--- config.mk ---
export PLATFORM = sky130hd
export DESIGN_NAME = seq_mult
export DESIGN_NICKNAME = d
export VERILOG_FILES = /design/src/rtl/seq_mult_pkg.sv /design/src/rtl/seq_mult_step.sv /design/src/rtl/seq_mult.sv
export SDC_FILE = /design/constraint.sdc
export NUM_CORES = 1
export LEC_CHECK = 0
export ABC_AREA = 1
export BUFFER_PORTS_ARGS = -buffer_cell sky130_fd_sc_hd__clkbuf_2
export CORE_MARGIN = 3
export CORE_UTILIZATION = 55
export DETAILED_ROUTE_END_ITERATION = 10
export HOLD_SLACK_MARGIN = 0.02
export PLACE_DENSITY_LB_ADDON = 0.08
export RECOVER_POWER = 25
export SLEW_MARGIN = 20
export SYNTH_ARGS = -nofsm -noshare
export SYNTH_HDL_FRONTEND = slang
export SYNTH_SLANG_ARGS = --single-unit
--- constraint.sdc ---
create_clock -name clk -period 6.2 [get_ports clk]
set_input_delay 1.24 -clock clk [delete_from_list [all_inputs] [get_ports clk]]
set_output_delay 1.24 -clock clk [all_outputs]
set_load 0.01 [all_outputs]
--- src/rtl/seq_mult_pkg.sv ---
// Shared types and sizing helpers for the iterative multiplier.
package seq_mult_pkg;

  typedef enum logic [1:0] {
    IDLE = 2'd0,
    BUSY = 2'd1,
    DONE = 2'd2
  } state_t;

  // Step counter width: $clog2(n), but never narrower than one bit.
  function automatic int cnt_width(input int n);
    int w;
    w = $clog2(n);
    if (w < 1) begin
      return 1;
    end else begin
      return w;
    end
  endfunction

endpackage

--- src/rtl/seq_mult_step.sv ---
// One radix-2^BITS_PER_CYCLE partial-product step: adds mcand*digit,
// shifted to the digit's position, into the running accumulator.
module seq_mult_step
  import seq_mult_pkg::*;
#(
  parameter int WIDTH          = 32,
  parameter int BITS_PER_CYCLE = 1,
  parameter int POS_W          = 1
) (
  input  logic [2*WIDTH-1:0]        acc,
  input  logic [WIDTH-1:0]          mcand,
  input  logic [BITS_PER_CYCLE-1:0] digit,
  input  logic [POS_W-1:0]          pos,
  output logic [2*WIDTH-1:0]        acc_next
);

  logic [2*WIDTH-1:0] wide_mcand_s;
  logic [2*WIDTH-1:0] wide_digit_s;
  logic [2*WIDTH-1:0] prod_s;
  logic [31:0]        shamt_s;

  assign wide_mcand_s = {{WIDTH{1'b0}}, mcand};
  assign wide_digit_s = {{(2*WIDTH-BITS_PER_CYCLE){1'b0}}, digit};
  assign prod_s       = wide_mcand_s * wide_digit_s;
  assign shamt_s      = 32'(pos) * 32'(BITS_PER_CYCLE);
  assign acc_next     = acc + (prod_s << shamt_s);

endmodule

--- src/rtl/seq_mult.sv ---
// Iterative full-width multiplier with valid/ready handshakes; operates on
// operand magnitudes and applies the sign to the final 2*WIDTH-bit product.
module seq_mult
  import seq_mult_pkg::*;
#(
  parameter int WIDTH          = 32,
  parameter int BITS_PER_CYCLE = 1
) (
  input  logic                 clk,
  input  logic                 reset,
  input  logic                 in_valid,
  output logic                 in_ready,
  input  logic [WIDTH-1:0]     left,
  input  logic [WIDTH-1:0]     right,
  input  logic                 is_signed,
  output logic                 out_valid,
  input  logic                 out_ready,
  output logic [2*WIDTH-1:0]   out
);

  localparam int N  = WIDTH / BITS_PER_CYCLE;
  localparam int CW = cnt_width(N);
  localparam logic [CW-1:0] LAST = CW'(N - 1);

  if (WIDTH < 2 || BITS_PER_CYCLE < 1 || (WIDTH % BITS_PER_CYCLE) != 0) begin : g_bad_params
    $error("seq_mult: WIDTH must be >= 2 and divisible by BITS_PER_CYCLE");
  end

  state_t             state_r;
  logic [2*WIDTH-1:0] acc_r;
  logic [2*WIDTH-1:0] acc_next_s;
  logic [2*WIDTH-1:0] out_r;
  logic [WIDTH-1:0]   mcand_r;
  logic [WIDTH-1:0]   mplier_r;
  logic [WIDTH-1:0]   left_mag_s;
  logic [WIDTH-1:0]   right_mag_s;
  logic [CW-1:0]      cnt_r;
  logic [CW-1:0]      pos_s;
  logic               neg_r;
  logic               in_ready_r;
  logic               out_valid_r;

  // Operand magnitudes; -2^(WIDTH-1) maps to the unsigned value 2^(WIDTH-1).
  always_comb begin
    left_mag_s  = left;
    right_mag_s = right;
    if (is_signed && left[WIDTH-1]) begin
      left_mag_s = -left;
    end else begin
      left_mag_s = left;
    end
    if (is_signed && right[WIDTH-1]) begin
      right_mag_s = -right;
    end else begin
      right_mag_s = right;
    end
  end

  assign pos_s = LAST - cnt_r;

  seq_mult_step #(
    .WIDTH          (WIDTH),
    .BITS_PER_CYCLE (BITS_PER_CYCLE),
    .POS_W          (CW)
  ) u_step (
    .acc      (acc_r),
    .mcand    (mcand_r),
    .digit    (mplier_r[BITS_PER_CYCLE-1:0]),
    .pos      (pos_s),
    .acc_next (acc_next_s)
  );

  // Control FSM, datapath registers and registered handshake outputs.
  always_ff @(posedge clk or posedge reset) begin
    if (reset) begin
      state_r     <= IDLE;
      acc_r       <= '0;
      out_r       <= '0;
      mcand_r     <= '0;
      mplier_r    <= '0;
      cnt_r       <= '0;
      neg_r       <= 1'b0;
      in_ready_r  <= 1'b1;
      out_valid_r <= 1'b0;
    end else begin
      case (state_r)
        IDLE: begin
          if (in_valid) begin
            mcand_r    <= left_mag_s;
            mplier_r   <= right_mag_s;
            neg_r      <= is_signed & (left[WIDTH-1] ^ right[WIDTH-1]);
            acc_r      <= '0;
            cnt_r      <= LAST;
            in_ready_r <= 1'b0;
            state_r    <= BUSY;
          end
        end
        BUSY: begin
          acc_r    <= acc_next_s;
          mplier_r <= mplier_r >> BITS_PER_CYCLE;
          cnt_r    <= cnt_r - CW'(1);
          if (cnt_r == '0) begin
            out_r       <= neg_r ? -acc_next_s : acc_next_s;
            out_valid_r <= 1'b1;
            state_r     <= DONE;
          end
        end
        DONE: begin
          if (out_ready) begin
            out_valid_r <= 1'b0;
            in_ready_r  <= 1'b1;
            state_r     <= IDLE;
          end
        end
        default: begin
          out_valid_r <= 1'b0;
          in_ready_r  <= 1'b1;
          state_r     <= IDLE;
        end
      endcase
    end
  end

  assign in_ready  = in_ready_r;
  assign out_valid = out_valid_r;
  assign out       = out_r;

endmodule

# Word level (Yosys, flattened, before mapping)
# Index checks and enable logic that the tools add are counted.
# op_classes
n_addsub	6
mul	1
n_eq_ne	5
shifts	1
muxes	19
bitwise	4
n_reduce_logical	11
# ops
cell	count
64-bit two-way mux	2
64-bit one-hot mux with 2 select lines	1
32-bit two-way mux	3
64-bit adder	1
32-bit negator	2
64-bit negator	1
32-bit one-hot mux with 2 select lines	1
64-bit by 5-bit << shifter with 64-bit output	1
32-bit by 1-bit multiplier with 33-bit output	1
5-bit one-hot mux with 2 select lines	1
3-bit AND reduction	3
2-bit two-way mux	3
2-bit inequality test (second input constant)	3
1-bit one-hot mux with 3 select lines	2
2-bit one-hot mux with 3 select lines	1
2-bit AND reduction	3
5-bit logical NOT	1
5-bit two-way mux	1
5-bit by 1-bit subtractor with 5-bit output (second input constant)	1
5-bit subtractor (first input constant)	1
1-bit two-way mux	4
2-bit by 1-bit equality test with 1-bit output (second input constant)	1
2-bit equality test (second input constant)	1
1-bit logical AND	2
5 further kinds	6
# word_totals
reg_bits	202
out_inout_bits	66
word_cells	56

# Logic depth before layout (Yosys ltp)
# Gate-level depths: netlist of run 1.
# depth
depth_word	5
ltp_mapped	38
ltp_nobuf	36

# Modules after synthesis
# From an unflattened synthesis of run 1, not the netlist that was laid out.
# unflattened
cells_unflattened	3370
area_unflattened_um2	19772.7
# by_module_without_submodules
module	instances	cells_each	area_per_inst_um2
seq_mult	1	1567	11517.3
seq_mult_step	1	1803	8255.4

# Worst setup path before layout of run 1
# OpenSTA, ideal clock, no wires.
# synth_timing
path_kind	reg2reg
startpoint	register cnt_r[0]
endpoint	register out_r[40] (netlist: out[40])
setup_ns	0.131
arrival_time_ns	3.713
path_slack_ns	2.356
stages_incl_launch_ff	29
n_path_buf	2
period_less_slack_ns	3.844
cell_sequence	dfrtp_1 -> inv_1 -> clkbuf_1 -> clkbuf_1 -> o21ai_0 -> o21ai_0 -> mux2i_1 -> nand2_1 -> o21ai_0 -> nand2_1 -> o21ai_0 -> ha_1 -> nand2_1 -> inv_1 -> nand2_1 -> nand2_1 -> nand2_1 -> nand2_1 -> a21oi_1 -> nand3_1 -> nand2_4 -> nand2_2 -> nor2_2 -> nand2_1 -> nor2_4 -> nand3b_2 -> nand2_2 -> xor2_1 -> o21ai_1
# synth_between
elab_chain_cells	5
word_cells_on_any_way	7
cone_classes	3 x add/sub; 1 x shift; 1 x mux; 2 x reduce/logical
# synth_lines
element	line_no	rtl
start, declared	seq_mult.sv:37	logic [CW-1:0] cnt_r;
start signal, assigned	seq_mult.sv:101	cnt_r <= cnt_r - CW'(1);
5-bit subtractor	seq_mult.sv:59	assign pos_s = LAST - cnt_r;
64-bit by 5-bit << shifter with 64-bit output	seq_mult_step.sv:26	assign acc_next = acc + (prod_s << shamt_s);
64-bit adder	seq_mult_step.sv:26	
64-bit negator	seq_mult.sv:103	out_r <= neg_r ? -acc_next_s : acc_next_s;
64-bit two-way mux	seq_mult.sv:103	
end signal, assigned	seq_mult.sv:103	
end, declared	seq_mult.sv:32	logic [2*WIDTH-1:0] out_r;
# Several ways; a longest one is shown, not always the timed one.
# A chain may end at the register's enable or synchronous reset.

# Worst setup path after layout of run 1
# layout_timing
startpoint	register cnt_r[0]
endpoint	register out_r[62] (netlist: out[62])
# The elaborated chain is that of the path after synthesis.

==> qor.yml, run 1 <==
drt-initial-drc-count: 2256
fin_nets: 3430
antenna_found_initial: 0
yosysTopAreaCell: "dfrtp_1"
wl_per_cell_um: 18.2
gp_congestion: 1.04
syn-mean-instance-area_um2: 6.00
synthArstFlopShare_pct: 100
synth_area_mm2: 0.0193
worstSetupPathType: "register to register"
layout-drive-gt1-share_pct: 9.19
clock_latency_ns: 0.56
slowest_delay_ns: 0.54
finClkSkew_ns: 0.0225
portBuffers: 134
h-tree-depth: 1
maxCapViolations: 3
drc: 0
cts_buffer_depth: 3
hold_violations: 0
root_buffer: "clkbuf_16"
grt_max_degree: 84
finish.instance_area_mm2: 0.0211
fillers: 3354
crit_path_frequent_cell: "nand2_1"
worstPathMaxFanout: 30
die_area_mm2: 0.0373
critical_path.startpoint_type: "register"
start_util_pct: 56.6
hpwl_mm: 55.4
avgViaCountPerCell: 5.70
multi_input_area_mm2: 0.0123
yosys.cell_types.count: 53
antenna_cells: 0
die_w_um: 193
area_growth_syn_to_layout_pct: 9.40
synth_edf_count: 0
synth.net_count: 3352
cts.clk_slew.worst_paths_ns: 0.07
required_ns: 6.64
tightest_slew_ns: 3.12
place_worst_setup_slack_ns: 0.719
wl_mm: 68.5
setup_ws_ns: 0.604
numCtsBuffers: 25
min_period_ns: 5.60
regArea_mm2: 0.00506
slew_headroom_pct: -108
synth_top_flop_cell: "dfrtp_1"
max_freq_mhz: 179
final_core_util_pct: 61.9
synthTopCellsByArea: "dfrtp_1, nand2_1, o21ai_0"
pin_count: 135
clock-sinks: 202
cp-end-kind: "register"
rsz0062_at_grt: "false"
status: "finished, violations left"
vias: 21400
die_h_um: 193
core_mm2: 0.0340
setup_viol: 0
grt_pass1_vias: 19600
critPathBufInv: 2
finalSetupTns_ns: 0
grtUsageTotal_pct: 36.4
yosys.area.top_type_share_pct: 26.1
min_period_over_period_pct: 90.3
rows: 67
yosysSeqAreaShare_pct: 26.2
violations: "capacitance limit, slew limit"
grt_pass1_wl_mm: 106
placed_area_mm2: 0.0203
grt_overflow_total: 0
critPathTopFamily: "simple AND/OR/NAND/NOR gates"
drv_slew: 186
final_common_cell: "nand2_1"
dr.pass1.iters: 6
synth-warning-count: 0
postRouteAntennaNets: 0
holdCritPathClass: "register to register"
final_cell_mix: "nand2_1, inv_1, o21ai_0"
ys_ff_latch: 202
syn_inst: 3214
worstPathArrival_ns: 6.04
cts_tree: "built"
crit_path_top_delay_cell: "inv_1"
postCtsHoldBufs: 0
==> flip-flops by register name (all words and copies together) (netlist names) <==
name / flops
in_ready: 1
neg_r: 1
state_r: 2
mplier_r: 32
out_valid: 1
acc_r: 64
mcand_r: 32
out: 64
cnt_r: 5
==> Yosys cell counts (2+ instances only) <==
library cell	number
nand2_2	33
o21ai_0	299
nand3_4	2
a21oi_1	84
o21a_1	2
a22oi_1	29
o211ai_1	3
a21oi_2	2
nand3_1	212
inv_1	394
nand3_2	13
buf_1	14
nor2_8	2
nor3_1	36
a31oi_1	8
buf_2	3
o31ai_1	8
o21bai_1	12
xnor2_1	17
clkinv_1	8
o22ai_1	3
nor2_4	8
xor2_1	72
o2111ai_1	2
dfrtp_1	201
o21ai_1	6
and2_1	2
nand2_1	1164
nor2_1	282
clkbuf_1	85
nand2_4	6
ha_1	68
mux2i_1	27
nand4_1	38
nor4_1	5
o21ai_2	2
inv_2	10
nor2_2	21
nand3b_1	8
or2_2	9
o21bai_4	2
==> final timing paths <==
path / depth (start not counted) / startpoint / slack, ns / to
min reg2reg: 2 / out[60] / 0.48 / out[60]
max: 26 / cnt_r[0] / 0.60 / out[62]
max in group asynchronous: 3 / reset / 1.85 / out[53]
max reg2reg: 26 / cnt_r[0] / 0.60 / out[62]
min: 2 / out[60] / 0.48 / out[60]
min in group asynchronous: 2 / reset / 0.88 / cnt_r[3]
==> per-layer routing <==
metal | wire length, um | part of all wire, % | track usage [%]
met1 | 29100 | 42 | 50.4
met2 | 29800 | 43 | 57.6
met3 | 6780 | 9.9 | 5.15
met4 | 2840 | 4.1 | 14.3
met5 | 0 | 0 | 0
==> per-stage QoR <==
stage | instances | hold slack (ns)
after CTS | 3757 | 0.482
after floorplan | 3214 | 0.450
after global routing | 3757 | 0.501
after detailed placement | 3713 | 0.464
after global placement | 3713 | 0.462
final | 3757 | 0.480
==> area by class of cell <==
class                           instances  area share (%)
Timing Repair Buffer                  153            3.85
Sequential cell                       202            24.0
Clock buffer                           34            3.27
Inverter                              412            7.34
Clock inverter                         10           0.564
Multi-Input combinational cell       2498            58.3
Tap cell                              448            2.66
==> kinds of logic after synthesis <==
group	share of synthesized area (%)
xor+xnor	4.05
compound gates	13.2
mux	1.40
fa+ha+maj	4.52
simple gates	40.6
flops	26.2
buf+inv	10.0
==> what timing repair did <==
item                       in CTS  in global routing
resized for setup               0                  1
setup endpoints to repair       0                  2
setup buffers                   0                  0
==> worst register-to-register path: stages (launching register included) <==
cell and delay, ns:
dfrtp_1 0.37, inv_1 0.54, nor2_1 0.12, a31oi_1 0.20, o21ai_0 0.14, o21ai_0 0.47, nand2_1 0.08, o21ai_0 0.20
mux2i_1 0.15, ha_1 0.43, nand2_1 0.19, nor2_1 0.31, inv_1 0.10, nor2_1 0.26, nand2_1 0.20, nor2_1 0.12
nand2_1 0.11, nand4_1 0.12, nand2_1 0.21, nor2_1 0.21, nand2_1 0.09, nor2_1 0.24, nand4_1 0.21, nand2_1 0.14
nand3_1 0.10, nand3_1 0.13, nand2_1 0.06
Power of run 1 is left out: the tool's default activity adds up to more than one toggle a clock period on the data nets, which glitch-free logic cannot reach.
==> run 2: changes to the inputs <==
Clock period 6.2 ns to 5 ns, I/O delays scaled along.
==> run 2 against run 1 <==
The run still ends with capacitance limit, slew limit left. Via count is 1.6% higher. Sequential cell count stayed put. Design area grew 3.3%. Setup slack worse by 0.40 ns. Register-to-register slack got worse by 0.40 ns. Worst hold slack lost 0.0031 ns. Critical path depth is 2 lower. Die area unchanged. Global-route usage barely moved. Non-clock buffer count increased by 50. Routed wire length is 0.73% higher. Sequential share of layout area shrank 0.76 points. Critical path type unchanged. Critical endpoint is now out[63].
==> qor.yml, run 2 (synthesis results as in run 1) <==
hold_depth: 2  # unchanged
die_area_mm2: 0.0373  # unchanged
worstPathMaxFanout: 23  # -23%
route.met2.wl_mm: 30.0  # +0.85%
rsz0062_at_grt: "true"
grt_max_degree: 113  # +35%
finClkSkew_ns: 0.0239  # +0.00143 ns
postRouteAntennaNets: 0  # unchanged
worstSetupPathType: "register to register"
crit_path_top_delay_cell: "dfrtp_2"
cts_tree: "built"
cp-end-kind: "register"
slowest_delay_ns: 0.48  # -0.06 ns
wl_per_cell_um: 18.1  # -0.62%
portBuffers: 134  # unchanged
grt_pass1_vias: 20100  # +2.5%
vias: 21700  # +1.6%
worstPathArrival_ns: 5.23  # -0.81 ns
violations: "capacitance limit, slew limit"
worstPathCellList: "clkbuf_16, nand3_1, o21ai_0, o21ai_0, mux2i_1, o21ai_1, o21ai_0, buf_4, ha_2, nand2_1, nor2_2, nand2_1, nor2_2, nand3_2, nand4_1, nand2_1, nor2_1, nand2_1, nor2_4, nand4_1, nand2_2, nand3_1, nand3_1, nand2_1"
avgViaCountPerCell: 5.71  # +0.20%
grt_pass1_wl_mm: 106  # +0.27%
drt-initial-drc-count: 2254  # -0.089%
fillers: 3285  # -2.1%
root_buffer: "clkbuf_16"
r2r-start: "mplier_r[0]"
cts.clk_slew.worst_paths_ns: 0.07  # about the same
hp-start: "out[56]"
pin_count: 135  # unchanged
antenna_found_initial: 1  # +1
met3_length_mm: 6.07  # -11%
rows: 67  # unchanged
status: "finished, violations left"
grt_overflow_total: 0  # unchanged
fin_nets: 3479  # +1.4%
regArea_mm2: 0.00506  # unchanged
layout-drive-gt1-share_pct: 13.0  # +3.8 points
hpwl_mm: 55.1  # -0.64%
setup_viol: 0  # unchanged
cts_buffer_depth: 3  # unchanged
min_period_ns: 4.80  # -0.796 ns
critical_path.startpoint_type: "register"
final_cells: 3808  # +1.4%
h-tree-depth: 1  # unchanged
slew_headroom_pct: -98.3  # +9.8 points
core_mm2: 0.0340  # unchanged
area_growth_syn_to_layout_pct: 13.0
die_h_um: 193  # unchanged
start_util_pct: 56.6  # unchanged
met1_length_mm: 29.4  # +1.2%
hold_violations: 0  # unchanged
gp_congestion: 1.10  # +6.2%
hold_path_end: "out[56]"
finish.instance_area_mm2: 0.0218  # +3.3%
multi_input_area_mm2: 0.0126  # +2.2%
drc: 0  # unchanged
clock-sinks: 202  # unchanged
dp.cells: 3756  # +1.2%
die_w_um: 193  # unchanged
tightest_slew_ns: 2.98  # -0.147 ns
max_freq_mhz: 208  # +17%
final_core_util_pct: 64.0  # +2.0 points
wl_mm: 69.0  # +0.73%
final_common_cell: "nand2_1"
maxCapViolations: 3  # unchanged
clock_latency_ns: 0.55  # about the same
holdCritPathClass: "register to register"
placed_area_mm2: 0.0206  # +1.7%
dr.pass1.iters: 6  # unchanged
min_period_over_period_pct: 96.0  # +5.7 points
rrSetupSlack_ns: 0.20  # -0.40 ns
rr_endpoint: "out[63]"
required_ns: 5.43  # -1.21 ns
r2r_cells: 24  # -7.7%
crit_path_frequent_cell: "nand2_1"
maxUsedRoutingLayer: "met4"
final_cell_mix: "nand2_1, inv_1, nor2_1"
grtUsageTotal_pct: 36.4  # about the same
drv_slew: 239  # +28%
numCtsBuffers: 24  # -4.0%
-- run 2: cell count changes in the layout (fill, tap and decap cells not counted), moves of 8 or more --
cell and change:
o21ai_0 -48, buf_4 +47, o21ai_1 +41, nor2_1 -26, nor2_2 +23, nand2_1 -13, nand2_2 +13, a21oi_1 -11
a21oi_2 +11, ha_1 -11, ha_2 +8
-- run 2: critical path: cells and delay by family (launching register included) --
kind / cells / cell delay [ns]
DFF: 1 / 0.48
buffers and inverters: 2 / 0.38
AOI/OAI and AO/OA: 4 / 0.83
adders and majority gates: 1 / 0.43
muxes: 1 / 0.16
and+or+nand+nor: 16 / 2.38
-- run 2: cell type report --
class | count | share of cell area (%)
sequential | 202 | 23.2
clock inverter | 14 | 0.661
tap | 448 | 2.58
inverter | 412 | 7.12
timing repair buffer | 203 | 5.59
clock buffer | 30 | 3.10
multi-input combinational | 2498 | 57.7
antenna | 1 | 0.0115
-- run 2: per-stage QoR --
| step | setup slack, ns | setup TNS, ns | hold slack (ns) |
|---|---|---|---|
| 4_1_cts | 0.00419 | 0 | 0.482 |
| 3_5_place_dp | -0.119 | -0.146 | 0.466 |
| 2_1_floorplan | 1.16 | 0 | 0.450 |
| 6_report | 0.200 | 0 | 0.477 |
| 5_1_grt | -0.0528 | -0.237 | 0.508 |
| 3_3_place_gp | -0.0115 | -0.0115 | 0.462 |
-- run 2: worst max path at each step --
| stage | to | slack (ns) | from |
|---|---|---|---|
| 2_1_floorplan | out[40] | 1.16 | cnt_r[0] |
| 3_3_place_gp | out[55] | -0.01 | mplier_r[0] |
| 3_5_place_dp | out[55] | -0.12 | mplier_r[0] |
| 4_1_cts | out[63] | 0.004 | cnt_r[1] |
| 5_1_grt | out[53] | -0.05 | mplier_r[0] |
| 6_report | out[63] | 0.20 | mplier_r[0] |
-- run 2: metal layers --
metal  vias to the layer above  GRT usage (%)
met5                         -              0
met4                         0           16.5
met3                       199           4.43
met2                      1051           57.6
met1                      9999           50.0
li1                      10500              -
-- run 2: what timing repair did --
action | CTS | global route
endpoints found under the setup margin | 2 | 41
pin swaps | 0 | 8
endpoints found under the hold margin | 0 | 0
resized for setup | 3 | 131
buffers inserted | 0 | 6
gates cloned | 0 | 1
hold buffers | 0 | 0
Power of run 2 is left out for the same reason.
==> run 3: changes to the inputs <==
Settings changed: SKIP_CTS_REPAIR_TIMING set to 1.
Clock period 5 ns to 4.75 ns, I/O delays scaled along.
==> run 3 against run 2 <==
The run still ends with capacitance limit, slew limit left. Global-route usage increased by 0.99 points. Clock skew increased by 0.011 ns. Die area unchanged. Final cell count increased by 1.6%. Non-clock buffer count increased by 65. Via count increased by 0.97%. Count of clock-buffer cells in the layout increased by 2. Worst hold slack got worse by 0.0022 ns. Sequential share of layout area decreased by 0.93 points. Sequential cell count unchanged. Highest routed layer unchanged.
==> qor.yml, run 3 (synthesis results as in run 1) <==
holdCritPathClass: "register to register"
final_core_util_pct: 66.6  # +2.7 points
core_mm2: 0.0340  # unchanged
maxCapViolations: 2  # -1
fillers: 3131  # -4.7%
hold_depth: 2  # unchanged
rsz0062_at_grt: "true"
layout-drive-gt1-share_pct: 17.7  # +4.7 points
numCtsBuffers: 23  # -4.2%
area_growth_syn_to_layout_pct: 17.7
wl_per_cell_um: 18.4  # +1.8%
finalSetupTns_ns: 0  # unchanged
grt_pass1_wl_mm: 109  # +2.7%
hp-start: "in_ready"
tightest_slew_ns: 3.20  # +0.225 ns
min_period_over_period_pct: 96.9  # +0.87 points
wl_mm: 71.3  # +3.4%
r2r_cells: 30  # +25%
final_cell_mix: "nand2_1, inv_1, o21ai_0"
cts_tree: "built"
die_h_um: 193  # unchanged
pin_count: 135  # unchanged
cts_buffer_depth: 3  # unchanged
min_period_ns: 4.60  # -0.199 ns
slowest_delay_ns: 0.42  # -0.06 ns
vias: 22000  # +0.97%
grt_overflow_total: 0  # unchanged
gp_congestion: 1.10  # +0.20%
dr.pass1.iters: 6  # unchanged
hold_path_end: "in_ready"
final_common_cell: "nand2_1"
r2r-start: "mplier_r[0]"
regArea_mm2: 0.00506  # about the same
avgViaCountPerCell: 5.67  # -0.62%
antenna_cells: 0  # -1
worstPathMaxFanout: 26  # +13%
root_buffer: "clkbuf_16"
fin_nets: 3543  # +1.8%
worstPathArrival_ns: 5.02  # -0.21 ns
clock-sinks: 202  # unchanged
rr_endpoint: "out[50]"
grt_max_degree: 117  # +3.5%
portBuffers: 134  # unchanged
cp-end-kind: "register"
grtUsageMet2_pct: 60.3  # +2.6 points
gr-usage-met3_pct: 7.14  # +2.7 points
violations: "capacitance limit, slew limit"
setup_viol: 0  # unchanged
h-tree-depth: 1  # unchanged
finClkSkew_ns: 0.0353  # +0.0113 ns
hpwl_mm: 55.9  # +1.5%
critical_path.startpoint_type: "register"
status: "finished, violations left"
rows: 67  # unchanged
rrSetupSlack_ns: 0.15  # -0.05 ns
grtUsageTotal_pct: 37.4  # +0.99 points
slew_headroom_pct: -113  # -15 points
start_util_pct: 56.6  # unchanged
crit_path_top_delay_cell: "dfrtp_2"
grt_pass1_vias: 20300  # +1.3%
drc: 0  # unchanged
antenna_found_initial: 0  # -1
die_area_mm2: 0.0373  # unchanged
multi_input_area_mm2: 0.0130  # +3.8%
max_freq_mhz: 217  # +4.3%
cts.clk_slew.worst_paths_ns: 0.06  # about the same
gr-max-usage-layer: "met2"
hold_violations: 0  # unchanged
crit_path_frequent_cell: "nand2_1"
postRouteAntennaNets: 0  # unchanged
drt-initial-drc-count: 2005  # -11%
die_w_um: 193  # unchanged
clock_latency_ns: 0.56  # about the same
required_ns: 5.17  # -0.26 ns
worstSetupPathType: "register to register"
grt_util_met1_pct: 50.1  # +0.074 points
drv_slew: 204  # -15%
## run 3: cell types whose count changed in the layout (fill, tap and decap cells not counted), moves of 13 or more
cell     delta
o21ai_0    -22
o21ai_2    +13
nand2_2    +26
nor2_1     -39
buf_4      +62
nand2_1    -29
nor2_2     +28
## run 3: worst max-delay path, delay by kind of cell, from the launching register on
family                   cells  cell delay (ns)
flip-flops                   1             0.42
adder cells (fa/ha/maj)      1             0.38
buffers and inverters        3             0.33
AO/OA/AOI/OAI                2             0.34
AND/OR/NAND/NOR             24             3.01
## run 3: through the flow
step	std cells	hold slack [ns]	cell area [um2]	setup WS, ns
floorplan	3214	0.450	19300	0.906
global placement	3811	0.461	21100	-0.0875
detailed placement	3811	0.468	21100	-0.163
CTS	3852	0.478	21800	-0.194
global route	3869	0.496	22700	-0.0761
finish	3869	0.475	22700	0.148
## run 3: final cells by class
class | instances | share of cell area (%)
clock buffer | 32 | 2.69
inverter | 412 | 6.82
multi-input combinational | 2498 | 57.5
clock inverter | 9 | 0.474
timing repair buffer | 268 | 7.75
sequential | 202 | 22.3
tap | 448 | 2.47
## run 3: worst max path at each step
| stage | start | slack, ns | cells after the start | endpoint |
|---|---|---|---|---|
| 4_1_cts | cnt_r[0] | -0.19 | 26 | out[63] |
| 2_1_floorplan | cnt_r[0] | 0.91 | 28 | out[40] |
| 6_report | mplier_r[0] | 0.15 | 30 | out[50] |
| 5_1_grt | mplier_r[0] | -0.08 | 29 | out[37] |
| 3_5_place_dp | cnt_r[0] | -0.16 | 26 | out[63] |
| 3_3_place_gp | cnt_r[0] | -0.09 | 25 | out[63] |
## run 3: per-layer routing
metal | part of all wire (%) | wire, um | vias up
met2 | 44 | 31300 | 1052
met1 | 42 | 30100 | 10100
met5 | 0 | 0 | -
li1 | - | - | 10600
met4 | 4.3 | 3060 | 0
met3 | 9.6 | 6880 | 189
Power of run 3 is left out for the same reason.
